File: config.mk
export PLATFORM = sky130hd
export DESIGN_NAME = flag_register_unit
export DESIGN_NICKNAME = d
export VERILOG_FILES = /design/src/rtl/flags_pkg.sv /design/src/rtl/flag_calc.sv /design/src/rtl/flag_register_unit.sv
export SDC_FILE = /design/constraint.sdc
export NUM_CORES = 1
export LEC_CHECK = 0
export ABC_AREA = 1
export CAP_MARGIN = 20
export CORE_MARGIN = 2
export CORE_UTILIZATION = 25
export DETAILED_ROUTE_END_ITERATION = 10
export GPL_ROUTABILITY_DRIVEN = 0
export GPL_TIMING_DRIVEN = 0
export PLACE_DENSITY = 0.42
export SYNTH_ARGS = -nofsm -noshare
export SYNTH_HDL_FRONTEND = slang
export SYNTH_HIERARCHICAL = 1
export SYNTH_SLANG_ARGS = --single-unit
File: constraint.sdc
create_clock -name clk -period 4.9 [get_ports clk]
set_input_delay 0.735 -clock clk [delete_from_list [all_inputs] [get_ports clk]]
set_output_delay 0.735 -clock clk [all_outputs]
set_load 0.02 [all_outputs]
File: src/rtl/flags_pkg.sv
// Shared NZCV definitions: ALU op encodings, flag bit positions and the
// condition codes evaluated by the condition checker against these flags.
package flags_pkg;

  typedef enum logic [1:0] {
    ALU_ADD = 2'b00,
    ALU_SUB = 2'b01,
    ALU_AND = 2'b10,
    ALU_ORR = 2'b11
  } alu_op_e;

  localparam int unsigned FLAG_N = 3;
  localparam int unsigned FLAG_Z = 2;
  localparam int unsigned FLAG_C = 1;
  localparam int unsigned FLAG_V = 0;

  // flag_w bit positions
  localparam int unsigned FW_NZ = 1;
  localparam int unsigned FW_CV = 0;

  localparam logic [3:0] COND_EQ = 4'h0;
  localparam logic [3:0] COND_NE = 4'h1;
  localparam logic [3:0] COND_CS = 4'h2;
  localparam logic [3:0] COND_CC = 4'h3;
  localparam logic [3:0] COND_MI = 4'h4;
  localparam logic [3:0] COND_PL = 4'h5;
  localparam logic [3:0] COND_VS = 4'h6;
  localparam logic [3:0] COND_VC = 4'h7;
  localparam logic [3:0] COND_HI = 4'h8;
  localparam logic [3:0] COND_LS = 4'h9;
  localparam logic [3:0] COND_GE = 4'hA;
  localparam logic [3:0] COND_LT = 4'hB;
  localparam logic [3:0] COND_GT = 4'hC;
  localparam logic [3:0] COND_LE = 4'hD;
  localparam logic [3:0] COND_AL = 4'hE;

  // Condition evaluation shared with the condition checker.
  function automatic logic cond_pass(input logic [3:0] cond,
                                     input logic [3:0] nzcv);
    logic n, z, c, v;
    logic pass;
    n = nzcv[FLAG_N];
    z = nzcv[FLAG_Z];
    c = nzcv[FLAG_C];
    v = nzcv[FLAG_V];
    case (cond)
      COND_EQ: pass = z;
      COND_NE: pass = ~z;
      COND_CS: pass = c;
      COND_CC: pass = ~c;
      COND_MI: pass = n;
      COND_PL: pass = ~n;
      COND_VS: pass = v;
      COND_VC: pass = ~v;
      COND_HI: pass = c & ~z;
      COND_LS: pass = ~c | z;
      COND_GE: pass = (n == v);
      COND_LT: pass = (n != v);
      COND_GT: pass = ~z & (n == v);
      COND_LE: pass = z | (n != v);
      default: pass = 1'b1;
    endcase
    return pass;
  endfunction

endpackage

File: src/rtl/flag_calc.sv
// Combinational NZCV generation from ALU operands and operation.
module flag_calc
  import flags_pkg::*;
#(
  parameter int unsigned WIDTH = 32
) (
  input  logic [WIDTH-1:0] a,
  input  logic [WIDTH-1:0] b,
  input  logic [1:0]       alu_ctrl,
  output logic [3:0]       nzcv
);

  logic             sub;
  logic [WIDTH-1:0] b_op;
  logic [WIDTH:0]   sum;
  logic [WIDTH-1:0] res;
  logic             c;
  logic             v;

  // Shared adder: SUB is a + ~b + 1, so carry-out means "no borrow".
  always_comb begin
    sub  = (alu_op_e'(alu_ctrl) == ALU_SUB);
    b_op = sub ? ~b : b;
    sum  = {1'b0, a} + {1'b0, b_op} + {{WIDTH{1'b0}}, sub};
    res  = '0;
    c    = 1'b0;
    v    = 1'b0;
    case (alu_op_e'(alu_ctrl))
      ALU_ADD, ALU_SUB: begin
        res = sum[WIDTH-1:0];
        c   = sum[WIDTH];
        v   = ~(a[WIDTH-1] ^ b[WIDTH-1] ^ sub) & (a[WIDTH-1] ^ res[WIDTH-1]);
      end
      ALU_AND: res = a & b;
      ALU_ORR: res = a | b;
      default: res = '0;
    endcase
    nzcv         = '0;
    nzcv[FLAG_N] = res[WIDTH-1];
    nzcv[FLAG_Z] = (res == '0);
    nzcv[FLAG_C] = c;
    nzcv[FLAG_V] = v;
  end

endmodule

File: src/rtl/flag_register_unit.sv
// Architectural NZCV register with gated group writes, direct load and a
// same-cycle bypass of the value the register takes at the next edge.
module flag_register_unit
  import flags_pkg::*;
#(
  parameter int unsigned WIDTH = 32
) (
  input  logic             clk,
  input  logic             reset_n,
  input  logic [WIDTH-1:0] a,
  input  logic [WIDTH-1:0] b,
  input  logic [1:0]       alu_ctrl,
  input  logic [1:0]       flag_w,
  input  logic             cond_ex,
  input  logic             stall,
  input  logic             flush,
  input  logic             load_en,
  input  logic [3:0]       load_value,
  output logic [3:0]       flags,
  output logic [3:0]       flags_next,
  output logic             flag_update
);

  logic [3:0] calc_nzcv;
  logic       we_nz;
  logic       we_cv;
  logic [3:0] flags_q, flags_d;
  logic       update_q, update_d;

  flag_calc #(
    .WIDTH (WIDTH)
  ) u_flag_calc (
    .a        (a),
    .b        (b),
    .alu_ctrl (alu_ctrl),
    .nzcv     (calc_nzcv)
  );

  // Qualified per-group write enables for the instruction in execute.
  always_comb begin
    we_nz = flag_w[FW_NZ] & cond_ex & ~flush;
    we_cv = flag_w[FW_CV] & cond_ex & ~flush;
  end

  // Next-state priority: stall, then load, then ALU group writes, else hold.
  always_comb begin
    flags_d  = flags_q;
    update_d = update_q;
    if (stall) begin
      flags_d  = flags_q;
      update_d = update_q;
    end else if (load_en) begin
      flags_d  = load_value;
      update_d = 1'b1;
    end else begin
      if (we_nz) begin
        flags_d[FLAG_N] = calc_nzcv[FLAG_N];
        flags_d[FLAG_Z] = calc_nzcv[FLAG_Z];
      end
      if (we_cv) begin
        flags_d[FLAG_C] = calc_nzcv[FLAG_C];
        flags_d[FLAG_V] = calc_nzcv[FLAG_V];
      end
      update_d = we_nz | we_cv;
    end
  end

  // Flag register and update pulse; reset clears both asynchronously.
  always_ff @(posedge clk or negedge reset_n) begin
    if (!reset_n) begin
      flags_q  <= '0;
      update_q <= 1'b0;
    end else begin
      flags_q  <= flags_d;
      update_q <= update_d;
    end
  end

  assign flags       = flags_q;
  assign flags_next  = flags_d;
  assign flag_update = update_q;

endmodule
==> impl_metrics.prom <==
# TYPE chip_impl_metric gauge
chip_impl_info{name="run_status",value="finished clean"} 1
chip_impl_metric{name="period_share",unit="%"} 94.8
chip_impl_info{name="tritoncts_clock_tree",value="yes"} 1
chip_impl_metric{name="cp_data_arrival_time",unit="ns"} 3.91
chip_impl_metric{name="clkTransAtPathRegs",unit="ns"} 0.03
chip_impl_info{name="cts_root_buf",value="sky130_fd_sc_hd__clkbuf_16"} 1
chip_impl_metric{name="grt-ovfl-total",unit=""} 0
chip_impl_metric{name="drv_slew",unit=""} 0
chip_impl_metric{name="numCtsBuffers",unit=""} 3
chip_impl_metric{name="yosys_warnings",unit=""} 6
chip_impl_metric{name="cts_max_level",unit=""} 1
chip_impl_metric{name="synth_sequential_area_ratio",unit="%"} 3.22
chip_impl_metric{name="cts_hold_repair.buffers",unit=""} 0
chip_impl_metric{name="initial_core_utilization",unit="%"} 25.6
chip_impl_metric{name="ff2ff_path_depth",unit=""} 2
chip_impl_metric{name="placement_rows",unit=""} 45
chip_impl_metric{name="detail_route.iter0.violations",unit=""} 269
chip_impl_metric{name="maxSlewHeadroom",unit="%"} 52.7
chip_impl_metric{name="final_design_instance_area_without_fill",unit="um^2"} 5210
chip_impl_metric{name="layout-drive-gt1-share",unit="%"} 5.96
chip_impl_metric{name="net_count_synth",unit=""} 913
chip_impl_metric{name="initial_antenna_violation_count",unit=""} 0
chip_impl_info{name="rsz_0062_raised_after_global_routing",value="false"} 1
chip_impl_metric{name="syn-cell-area",unit="um^2"} 3890
chip_impl_metric{name="final_hold_viol_count",unit=""} 0
chip_impl_metric{name="grt_use_total",unit="%"} 19.3
chip_impl_metric{name="total_leakage_power",unit="nW"} 2.85
chip_impl_metric{name="postRouteAntennaNets",unit=""} 0
chip_impl_metric{name="maximum_number_of_pins_on_one_net_before_global_route_repair",unit=""} 11
chip_impl_metric{name="route.detailed.vias_per_inst",unit=""} 4.63
chip_impl_metric{name="postRouteWirelength",unit="mm"} 15.7
chip_impl_metric{name="report.power.total",unit="W"} 0.000921
chip_impl_metric{name="die_w",unit="um"} 129
chip_impl_metric{name="cts.path.max_buffers",unit=""} 2
chip_impl_metric{name="synth.avg_cell_area",unit="um^2"} 4.88
chip_impl_info{name="timing.critical_path.from",value="b[23]"} 1
chip_impl_metric{name="n_antenna_cell",unit=""} 0
chip_impl_metric{name="fin_nets",unit=""} 1008
chip_impl_metric{name="cell_area_placed",unit="um^2"} 4980
chip_impl_info{name="worstSetupPathType",value="in2out"} 1
chip_impl_info{name="endpoint_kind",value="output pin"} 1
chip_impl_metric{name="maximum_ir_drop_on_the_vdd_rail",unit="mV"} 0.217
chip_impl_metric{name="worst-endpoint-required",unit="ns"} 4.16
chip_impl_metric{name="io_buffer_count",unit=""} 86
chip_impl_info{name="cp-endpoint",value="flags_next[0]"} 1
chip_impl_metric{name="critPathMaxFanout",unit=""} 5
chip_impl_metric{name="routed_wire_length_per_instance",unit="um"} 14.6
chip_impl_metric{name="count_of_cell_types_in_the_netlist",unit=""} 28
chip_impl_metric{name="setup_violations",unit=""} 0
chip_impl_metric{name="design.core.area",unit="um^2"} 15200
chip_impl_metric{name="hold_ws",unit="ns"} 0.502
chip_impl_metric{name="die_h",unit="um"} 129
chip_impl_metric{name="cap_violations",unit=""} 0
chip_impl_info{name="worstReg2RegEnd",value="flags[1]"} 1
chip_impl_metric{name="actual_slew_at_the_worst_max_slew_pin",unit="ns"} 0.709
chip_impl_metric{name="layout_skew",unit="ns"} 0
chip_impl_metric{name="grt_pass1_vias",unit=""} 4882
chip_impl_metric{name="final_period_minus_worst_setup_slack",unit="ns"} 4.65
chip_impl_info{name="timing.critical_path.from_type",value="input pin"} 1
chip_impl_metric{name="drc",unit=""} 0
chip_impl_metric{name="num_io_pins",unit=""} 87
chip_impl_metric{name="grt_first_pass_wirelength",unit="mm"} 25.5
chip_impl_metric{name="clkLatencyLatePin",unit="ns"} 0.23
chip_impl_metric{name="clock-sinks",unit=""} 5
chip_impl_metric{name="synth_cells",unit=""} 796
chip_impl_metric{name="ys_ff_latch",unit=""} 5
chip_impl_info{name="mostFrequentLayoutCell",value="sky130_fd_sc_hd__nand2_1"} 1
chip_impl_metric{name="r2r_setup_slack",unit="ns"} 4.27
chip_impl_metric{name="cellPowerDensity",unit="nW/um^2"} 177
chip_impl_info{name="most-common-layout-cells",value="sky130_fd_sc_hd__nand2_1, sky130_fd_sc_hd__inv_1, sky130_fd_sc_hd__nor2_1"} 1
chip_impl_metric{name="area.growth.synth_to_final",unit="%"} 34.0
chip_impl_metric{name="detailedPlacementHpwl",unit="mm"} 14.0
chip_impl_metric{name="timing.fmax",unit="MHz"} 215
chip_impl_info{name="regToRegStartpoint",value="flags[1]"} 1
chip_impl_metric{name="dr_vias",unit=""} 4986
chip_impl_metric{name="dieArea",unit="um^2"} 16600
chip_impl_metric{name="dr_pass1_iterations",unit=""} 5
chip_impl_info{name="min-delay-path-class",value="reg2reg"} 1
==> where the power goes <==
part / switching (W) / leakage, nW / total [W] / internal (W)
clock network: 0.0000263 / 0.0382 / 0.000134 / 0.000108
logic: 0.000454 / 2.75 / 0.000736 / 0.000282
registers: 0.00000354 / 0.0617 / 0.0000512 / 0.0000476
==> final cells by class <==
cell class	instances	area, um^2
Buffer	7	63.8
Clock buffer	4	78.8
Fill cell	1792	9990
Inverter	146	564
Multi-Input combinational cell	638	3250
Sequential cell	5	125
Tap cell	188	235
Timing Repair Buffer	90	890
==> logic make-up (layout without fill, tap and decap cells) <==
family | count (synthesis) | count (layout) | synth area share [%]
XOR/XNOR | 33 | 33 | 7.43
flip-flops | 5 | 5 | 3.22
AO/OA/AOI/OAI | 66 | 66 | 8.88
buffers and inverters | 153 | 247 | 15.4
adder cells (fa/ha/maj) | 39 | 39 | 12.7
AND/OR/NAND/NOR | 500 | 500 | 52.3
==> cells in the mapped netlist <==
cell	instances	area, um^2
sky130_fd_sc_hd__a21oi_1	50	250
sky130_fd_sc_hd__a22o_1	1	8.76
sky130_fd_sc_hd__a31oi_1	2	12.5
sky130_fd_sc_hd__and2_1	2	12.5
sky130_fd_sc_hd__buf_1	2	7.51
sky130_fd_sc_hd__buf_2	1	5.00
sky130_fd_sc_hd__buf_4	3	22.5
sky130_fd_sc_hd__bufinv_8	1	17.5
sky130_fd_sc_hd__clkbuf_1	1	3.75
sky130_fd_sc_hd__dfrtp_1	5	125
sky130_fd_sc_hd__fa_1	1	20.0
sky130_fd_sc_hd__ha_1	38	475
sky130_fd_sc_hd__inv_1	143	537
sky130_fd_sc_hd__inv_2	2	7.51
sky130_fd_sc_hd__nand2_1	298	1120
sky130_fd_sc_hd__nand2_2	4	25.0
sky130_fd_sc_hd__nand3_1	52	260
sky130_fd_sc_hd__nand3b_1	7	52.6
sky130_fd_sc_hd__nand4_1	12	75.1
sky130_fd_sc_hd__nor2_1	112	420
sky130_fd_sc_hd__nor3_1	11	55.1
sky130_fd_sc_hd__nor4_1	2	12.5
sky130_fd_sc_hd__o21ai_0	10	50.1
sky130_fd_sc_hd__o21bai_1	1	7.51
sky130_fd_sc_hd__o221ai_1	1	8.76
sky130_fd_sc_hd__o31ai_1	1	7.51
sky130_fd_sc_hd__xnor2_1	27	236
sky130_fd_sc_hd__xor2_1	6	52.6
==> stage by stage <==
| stage | utilization (%) | setup slack, ns | std cells | TNS, ns |
|---|---|---|---|---|
| after floorplan | - | 0.868 | 796 | 0 |
| after global placement | 32.8 | -1.40 | 1070 | -4.82 |
| after detailed placement | 32.8 | -1.40 | 1070 | -4.83 |
| after CTS | 33.6 | -0.201 | 1074 | -0.231 |
| after global routing | 34.3 | 0.0162 | 1078 | 0 |
| final | 34.3 | 0.254 | 1078 | 0 |
==> per-layer routing <==
layer	part of all wire [%]	vias to the layer above	track usage (%)
li1	-	2637	-
met1	52	2222	28.6
met2	43	113	31.0
met3	4.4	14	2.20
met4	1.1	0	2.11
met5	0	-	0
==> registers in the layout, indices dropped and copies added (netlist names) <==
signal / count
flags: 4
flag_update: 1
==> worst min path at each step <==
stage                     slack (ns)        start           to  cells past startpoint
after global routing            0.53     flags[3]     flags[3]                      2
after global placement          0.49  flag_update  flag_update                      2
after CTS                       0.51  flag_update  flag_update                      2
final                           0.50  flag_update  flag_update                      2
after floorplan                 0.44      reset_n  flag_update                      0
after detailed placement        0.49  flag_update  flag_update                      2
==> repair_timing <==
item	in CTS	in global routing
gates resized for setup	30	31
pin swaps	0	9
endpoints found under the hold margin	0	0
buffers inserted	0	4
gates cloned	0	0
endpoints found under the setup margin	4	4
==> critical path, stage by stage <==
cell	delay, ns
sky130_fd_sc_hd__clkdlybuf4s50_1	0.50
sky130_fd_sc_hd__inv_1	0.07
sky130_fd_sc_hd__xor2_1	0.17
sky130_fd_sc_hd__ha_1	0.42
sky130_fd_sc_hd__nand2_1	0.16
sky130_fd_sc_hd__nor2_1	0.15
sky130_fd_sc_hd__inv_1	0.11
sky130_fd_sc_hd__nor4_2	0.26
sky130_fd_sc_hd__nand3_1	0.21
sky130_fd_sc_hd__nand3_1	0.15
sky130_fd_sc_hd__nand2_1	0.08
sky130_fd_sc_hd__xor2_1	0.14
sky130_fd_sc_hd__nor2_1	0.09
sky130_fd_sc_hd__buf_4	0.11
sky130_fd_sc_hd__nor2_1	0.03
sky130_fd_sc_hd__nor2_1	0.11
sky130_fd_sc_hd__nand3_1	0.08
sky130_fd_sc_hd__nand2_1	0.09
sky130_fd_sc_hd__clkdlybuf4s15_2	0.26
No activity file was read; power rests on OpenSTA's default activity.
